File: src/rtl/present_ctrl.sv
// PRESENT-80 encryption controller: one round datapath iterated over 31 cycles.
// Optional PRESENT_CTRL_ABORT_EN: dropping req during RUN abandons the operation.

package present_pkg;

  function automatic logic [3:0] sbox(input logic [3:0] n);
    logic [3:0] s;
    s = 4'h0;
    case (n)
      4'h0: s = 4'hC;
      4'h1: s = 4'h5;
      4'h2: s = 4'h6;
      4'h3: s = 4'hB;
      4'h4: s = 4'h9;
      4'h5: s = 4'h0;
      4'h6: s = 4'hA;
      4'h7: s = 4'hD;
      4'h8: s = 4'h3;
      4'h9: s = 4'hE;
      4'hA: s = 4'hF;
      4'hB: s = 4'h8;
      4'hC: s = 4'h4;
      4'hD: s = 4'h7;
      4'hE: s = 4'h1;
      4'hF: s = 4'h2;
      default: s = 4'h0;
    endcase
    return s;
  endfunction

  function automatic logic [79:0] ks(
    input logic [79:0] key,
    input logic [4:0]  i
  );
    logic [79:0] t;
    t = {key[18:0], key[79:19]};
    t[79:76] = sbox(t[79:76]);
    t[19:15] = t[19:15] ^ i;
    return t;
  endfunction

endpackage

module present_round
  import present_pkg::*;
(
  input  logic [63:0] x_i,
  input  logic [79:0] k_i,
  output logic [63:0] r_o
);

  logic [63:0] ark;
  logic [63:0] sb;

  always_comb begin
    ark = x_i ^ k_i[79:16];
    sb  = '0;
    for (int n = 0; n < 16; n++) begin
      sb[4*n +: 4] = sbox(ark[4*n +: 4]);
    end
  end

  // Bit permutation: input bit 4n+q lands on output bit 16q+n.
  always_comb begin
    r_o = '0;
    for (int q = 0; q < 4; q++) begin
      for (int n = 0; n < 16; n++) begin
        r_o[16*q + n] = sb[4*n + q];
      end
    end
  end

endmodule

module present_ctrl
  import present_pkg::*;
(
  input  logic        clk,
  input  logic        rst_n,
  input  logic        req,
  output logic        ack,
  input  logic [63:0] x,
  input  logic [79:0] k,
  output logic [63:0] r,
  output logic        busy
);

  typedef enum logic [1:0] {
    IDLE = 2'd0,
    RUN  = 2'd1,
    DONE = 2'd2
  } st_t;

  st_t         st_q, st_d;
  logic [63:0] s_q, s_d;
  logic [79:0] key_q, key_d;
  logic [4:0]  cnt_q, cnt_d;
  logic [63:0] r_q, r_d;

  logic [63:0] rnd;
  logic [79:0] ks_k;

  present_round u_round (
    .x_i (s_q),
    .k_i (key_q),
    .r_o (rnd)
  );

  assign ks_k = ks(key_q, cnt_q);

  always_ff @(posedge clk) begin
    if (!rst_n) begin
      st_q  <= IDLE;
      s_q   <= '0;
      key_q <= '0;
      cnt_q <= '0;
      r_q   <= '0;
    end else begin
      st_q  <= st_d;
      s_q   <= s_d;
      key_q <= key_d;
      cnt_q <= cnt_d;
      r_q   <= r_d;
    end
  end

  always_comb begin
    st_d  = st_q;
    s_d   = s_q;
    key_d = key_q;
    cnt_d = cnt_q;
    r_d   = r_q;
    case (st_q)
      IDLE: begin
        if (req) begin
          s_d   = x;
          key_d = k;
          cnt_d = 5'd1;
          st_d  = RUN;
        end
      end
      RUN: begin
`ifdef PRESENT_CTRL_ABORT_EN
        if (!req) begin
          st_d = IDLE;
        end else begin
`else
        begin
`endif
          // Last round folds in the final whitening key K32.
          if (cnt_q == 5'd31) begin
            r_d  = rnd ^ ks_k[79:16];
            st_d = DONE;
          end else begin
            s_d   = rnd;
            key_d = ks_k;
            cnt_d = cnt_q + 5'd1;
          end
        end
      end
      DONE: begin
        if (!req) begin
          st_d = IDLE;
        end
      end
      default: st_d = IDLE;
    endcase
  end

  assign ack  = (st_q == DONE);
  assign busy = (st_q == RUN);
  assign r    = r_q;

endmodule

File: config.mk
export PLATFORM = sky130hd
export DESIGN_NAME = present_ctrl
export DESIGN_NICKNAME = d
export VERILOG_FILES = /design/src/rtl/present_ctrl.sv
export SDC_FILE = /design/constraint.sdc
export NUM_CORES = 1
export LEC_CHECK = 0
export ABC_AREA = 0
export CORE_UTILIZATION = 35
export DETAILED_ROUTE_END_ITERATION = 6
export SLEW_MARGIN = 10
export SYNTH_ARGS = -nofsm -noshare
export SYNTH_HDL_FRONTEND = slang
export SYNTH_SLANG_ARGS = --single-unit
File: constraint.sdc
create_clock -name clk -period 3.3 [get_ports clk]
set_clock_uncertainty 0.05 [all_clocks]
set_input_delay 0.825 -clock clk [delete_from_list [all_inputs] [get_ports clk]]
set_output_delay 0.825 -clock clk [all_outputs]
set_load 0.005 [all_outputs]
== Yosys cells after proc, flatten, opt, wreduce, memory -nomap -nowiden ==
Memory sizes are Yosys's and may differ from the RTL's. A register that Yosys moved wholly into a read port is not among the register bits.
Cells that the tools add are included.

* Memories: 17
* RAM bits: 0
* Memory bits (read-only): 1088
* Bits in latches: 0
* Register bits: 215
* Bits of input ports: 147

{| class="wikitable"
|+ Memory list
! name !! words !! width !! rd ports !! clocked after memory_dff !! wr ports !! line !! text
|-
| (no name shown) || 16 || 4 || 1 || 1 || 0 || 9 || <nowiki>case (n)</nowiki>
|-
| (no name shown) || 16 || 4 || 1 || 0 || 0 || 9 ||
|-
| (no name shown) || 16 || 4 || 1 || 0 || 0 || 9 ||
|-
| (no name shown) || 16 || 4 || 1 || 0 || 0 || 9 ||
|-
| (no name shown) || 16 || 4 || 1 || 0 || 0 || 9 ||
|-
| (no name shown) || 16 || 4 || 1 || 0 || 0 || 9 ||
|-
| 11 more memories || - || - || - || - || - || - ||
|}

* Equal/unequal tests: 7
* Shift operators: 0
* Bitwise operators: 3
* $mul: 0
* Add/subtract/negate cells: 1
* Multiplexer cells: 15
* Reduce and logical (&&, ||, !) cells: 5
* $lt $le $gt $ge: 0
* Divide/modulo/power cells: 0

{| class="wikitable"
|+ Operators by type and width
! cell !! number
|-
| $mux 80 || 2
|-
| $pmux 80 s2 || 1
|-
| $mux 64 || 2
|-
| $pmux 64 s2 || 1
|-
| $xor 64x64->64 || 2
|-
| $mux 5 || 2
|-
| $pmux 5 s2 || 1
|-
| $mux 4 || 2
|-
| $mux 2 || 3
|-
| $ne 2x2->1 const B || 3
|-
| $pmux 2 s3 || 1
|-
| $reduce_and 3->1 || 2
|-
| $add 5x1->5 const B || 1
|-
| $eq 5x5->1 const B || 1
|-
| $xor 5x5->5 || 1
|-
| $eq 2x1->1 const B || 1
|-
| $eq 2x2->1 const B || 1
|-
| $logic_not 2->1 || 1
|-
| $ne 2x1->1 const B || 1
|-
| $reduce_and 2->1 || 1
|-
| $reduce_bool 2->1 || 1
|}

== Logic depth before layout (Yosys ltp) ==
* Depth in word-level cells: 5
* Mapped depth: 13
* Mapped depth without buffers: 12

== By module ==
From an unflattened synthesis, not the netlist that was laid out.

* Cell total of the unflattened synthesis: 1495
* Area, all modules: 13186.4 µm²

{| class="wikitable"
|+ By module, submodules not included
! module !! sequential area each (µm²) !! instances !! area an instance (µm²) !! cells an instance
|-
| present_ctrl || 4384.2 || 1 || 10093.4 || 1169
|-
| present_round || 0.0 || 1 || 3093.0 || 326
|}

== Worst setup path before layout ==
No wires, ideal clock.

* Kind: register to register
* Start: reg cnt_q[0]
* End: reg, netlist name ks_k[78]
* Required time: 3.116 ns
* Period minus slack after synthesis: 2.910 ns
* Slack: 0.390 ns
* Data arrival time: 2.726 ns
* Stages on the path, launching flop included: 13
* Cell sequence: dfxtp_1 > ha_1 > and3_1 > ha_1 > nand2b_4 > a211o_1 > buf_6 > a211oi_2 > o21bai_1 > inv_1 > ha_1 > inv_1 > mux4_2

* Longest elaborated chain between the ends: 5
* Elaborated cells on any way between the ends: 8
* Those cells by class: eq/ne: 2; mux: 4; bitwise: 1; reduce/logical: 1

{| class="wikitable"
|+ Ends and longest elaborated chain
! element !! line !! text
|-
| start: declaration || 97 || <nowiki>logic [4:0] cnt_q, cnt_d;</nowiki>
|-
| start signal: assignment || 122 || <nowiki>cnt_q <= cnt_d;</nowiki>
|-
| $eq 5x5->1 / $xor 5x5->5 (equally long branches) || 151, 38 ||
|-
| $ne 2x2->1 (no source line) / $mux 80 (equally long branches) || - ||
|-
| $reduce_and 3->1 (no source line) / $pmux 80 s2 (equally long branches) || - ||
|-
| $mux 4 (no source line) * (2 in a row) || - ||
|}

Every way passes the cells marked *; elsewhere a longest branch is shown, timed or not. The select of a mux whose other input is x is not followed.
A chain may end at the register's enable or synchronous reset.

== Final worst setup path ==
* Start: reg cnt_q[0]
* End: reg, netlist name ks_k[78]

* Longest elaborated chain between the ends: 5
* Elaborated cells on any way between the ends: 8
* Those cells by class: eq/ne: 2; mux: 4; bitwise: 1; reduce/logical: 1

{| class="wikitable"
|+ Ends and longest elaborated chain
! element !! line
|-
| $eq 5x5->1 / $xor 5x5->5 (equally long branches) || 151, 38
|-
| $ne 2x2->1 (no source line) / $mux 80 (equally long branches) || -
|-
| $reduce_and 3->1 (no source line) / $pmux 80 s2 (equally long branches) || -
|-
| $mux 4 (no source line) * (2 in a row) || -
|}

Marks and branches as above.

==> flow_summary.ini <==
[grt]
grt_usage_pct = 23.69
grt_pass1_vias = 10977
antenna_found_initial = 0
grt_max_degree = 135
grt-ovfl-total = 0
grt_pass1_wl_um = 65030

[route]
drt-initial-drc-count = 944
drc = 0
vias_per_cell = 5.398
routed_wl_um = 44270
ant_nets = 0
vias = 11238
drt_pass1_iterations = 7
wl_per_cell_um = 21.27

[cts]
clkLatencyLatePin_ps = 530
clk_pin_slew_ps = 60
cts_buffer_depth = 3
cts_num_sinks = 219
hold_buffers = 0
cts_buffers = 25
h-tree-depth = 1
root_buffer = clkbuf_16
cts_tree = yes
cts_resized = 0
postCtsSetupBuffers = 0

[timing]
min_period_over_period_pct = 90.61
setup_tns_ps = 0
rsz0062_at_grt = false
max_freq_ghz = 0.3344
slew_viol_final = 0
relSlewSlack_pct = 31.49
finalCriticalPeriod_ps = 2990
worst_pin_slew_ps = 1028
setup_viol = 0
hold_viol = 0

[die]
core.rowCount = 68
fp.dieArea_um2 = 36590
die_height_um = 191.3
core_um2 = 34880
fp.dieW_um = 191.3
io_pins = 213
start_util_pct = 35.95

[place]
io_buffers = 212
gp_congestion = 0.8882
dpl_cell_area_um2 = 15000
dp_hpwl_um = 32780

[finish]
drive_above_1_share_pct = 7.867
layout.nets = 1828
areaGrowthSynthToFinish_pct = 26.38
final_core_util_pct = 45.43
final_area_um2 = 15850
diodes = 0

[run_status]
outcome = finished, final reports clean

[worst_setup_path]
cp_common_cell = ha_1
cp_slowest_cell = mux4_2
crit_required_ps = 3650
critPathKind = flop to flop
worstPathArrival_ps = 3340
startpoint_type = flop
end_kind = flop
max_stage_delay_ps = 440
crit_path_max_fanout = 5
cp_cell_sequence = ha_1 > and3_1 > ha_1 > nand2b_4 > a211o_1 > a211oi_2 > o21bai_1 > inv_1 > ha_1 > inv_1 > mux4_2

[yosys]
avgSynthCellArea_um2 = 8.619
yosys.area.top_type = dfxtp_1
ys_ff_latch = 219
synthTopCellsByCount = 219 x dfxtp_1, 190 x nand2_1, 119 x a21oi_1
synthCells = 1455
yosysSeqAreaShare_pct = 34.96
yosys-top-cells-area = dfxtp_1 35%, ha_1 7.1%, xnor2_1 6.5%
yosysTopAreaCellShare_pct = 34.96
synth.distinct_cells = 50
synth_top_flop_cell = dfxtp_1
syn_area_um2 = 12540
yosysMostFrequentCell = dfxtp_1
syn-num-nets = 1673
yosysWarnings = 0
synth_edf_count = 0
async_flop_share_pct = 0

[power_and_ir_drop]
pwr_density_cell_nw_per_um2 = 604.8
ir_worst_vdd_mv = 0.4044
leakage_uw = 0.006282

[flow_run]
maxCapViolCount = 0

[worst_hold_path]
hold_class = flop to flop
-- metal layers --
layer	wire (um)	share of wire (%)	up-vias	track usage [%]
met3	3390	7.7	72	3.782
met4	1515	3.4	0	8.272
met2	20370	46	390	39.01
met5	0	0	-	0
met1	19000	43	5427	31.22
li1	-	-	5349	-
-- final timing paths --
| kind | from | to | slack (ps) | depth (start not counted) |
|---|---|---|---|---|
| hold reg to reg | r[2]$_SDFFE_PN0P_ | r[2]$_SDFFE_PN0P_ | 410 | 2 |
| setup / recovery | cnt_q[0]$_SDFFE_PN0N_ | ks_k[78]$_DFF_P_ | 310 | 11 |
| setup reg to reg | cnt_q[0]$_SDFFE_PN0N_ | ks_k[78]$_DFF_P_ | 310 | 11 |
| hold / removal | r[2]$_SDFFE_PN0P_ | r[2]$_SDFFE_PN0P_ | 410 | 2 |
-- critical path, delay by kind of cell (launching register included) --
kind                     cells  cell delay (ps)
AO/OA/AOI/OAI                3              750
buffers and inverters        2              130
adder cells (fa/ha/maj)      3              760
AND/OR/NAND/NOR              2              370
flip-flops                   1              360
multiplexers                 1              440
-- kinds of logic after synthesis --
family	after synthesis	share of synthesized area [%]
AO/OA/AOI/OAI	365	18.26
XOR/XNOR	161	12.44
adder cells (fa/ha/maj)	71	7.084
buffers and inverters	163	5.258
flip-flops	219	34.96
multiplexers	96	9.558
AND/OR/NAND/NOR	380	12.44
-- per-stage QoR --
stage          hold slack, ps  std cells  power (uW)  setup WS [ps]
2_1_floorplan           401.9       1455        5457          389.9
3_3_place_gp            399.1       2038        6611          152.7
3_5_place_dp            405.7       2038        6681          115.3
4_1_cts                 414.2       2082        9617          313.6
5_1_grt                 433.9       2082       10010          188.3
6_report                412.9       2082        9585          309.8
-- layout make-up --
| type | count | area [um2] |
|---|---|---|
| Clock inverter | 7 | 112.6 |
| Multi-Input combinational cell | 1073 | 7513 |
| Fill cell | 3389 | 19030 |
| Inverter | 63 | 239.0 |
| Tap cell | 455 | 569.3 |
| Timing Repair Buffer | 228 | 2290 |
| Sequential cell | 219 | 4384 |
| Clock buffer | 37 | 740.7 |
-- power breakdown --
group	total [uW]	switching (uW)	internal, uW	leakage, uW
clock	2920	1140	1780	0.000419
combinational	3510	2090	1410	0.00406
sequential	3160	289	2870	0.00180
-- sequential cells by signal, indices dropped and copies added, names as in the netlist --
name,cells
key_q,80
ks_k,4
s_q,64
st_q,2
r,64
cnt_q,5
-- cells in the final DEF (no fill, tap or decap), types with 4 or more instances in the layout --
cell and instances:
buf_4 13, xor2_1 48, a311oi_1 76, a31o_2 13, clkbuf_16 25, ha_1 71
xnor2_1 93, mux4_2 18, o21ai_0 97, clkdlybuf4s50_1 211, o21ai_1 23, nand2_1 190
nor2_1 112, dfxtp_1 219, o22ai_1 5, xor2_2 15, nor3_1 11, a211oi_1 12
buf_12 4, a21oi_1 119, clkbuf_1 5, clkbuf_8 7, mux2i_1 71, xnor2_2 5
inv_1 60, mux2_2 6, nand3_1 58
Note: power is estimated with default switching activity, not from simulation.
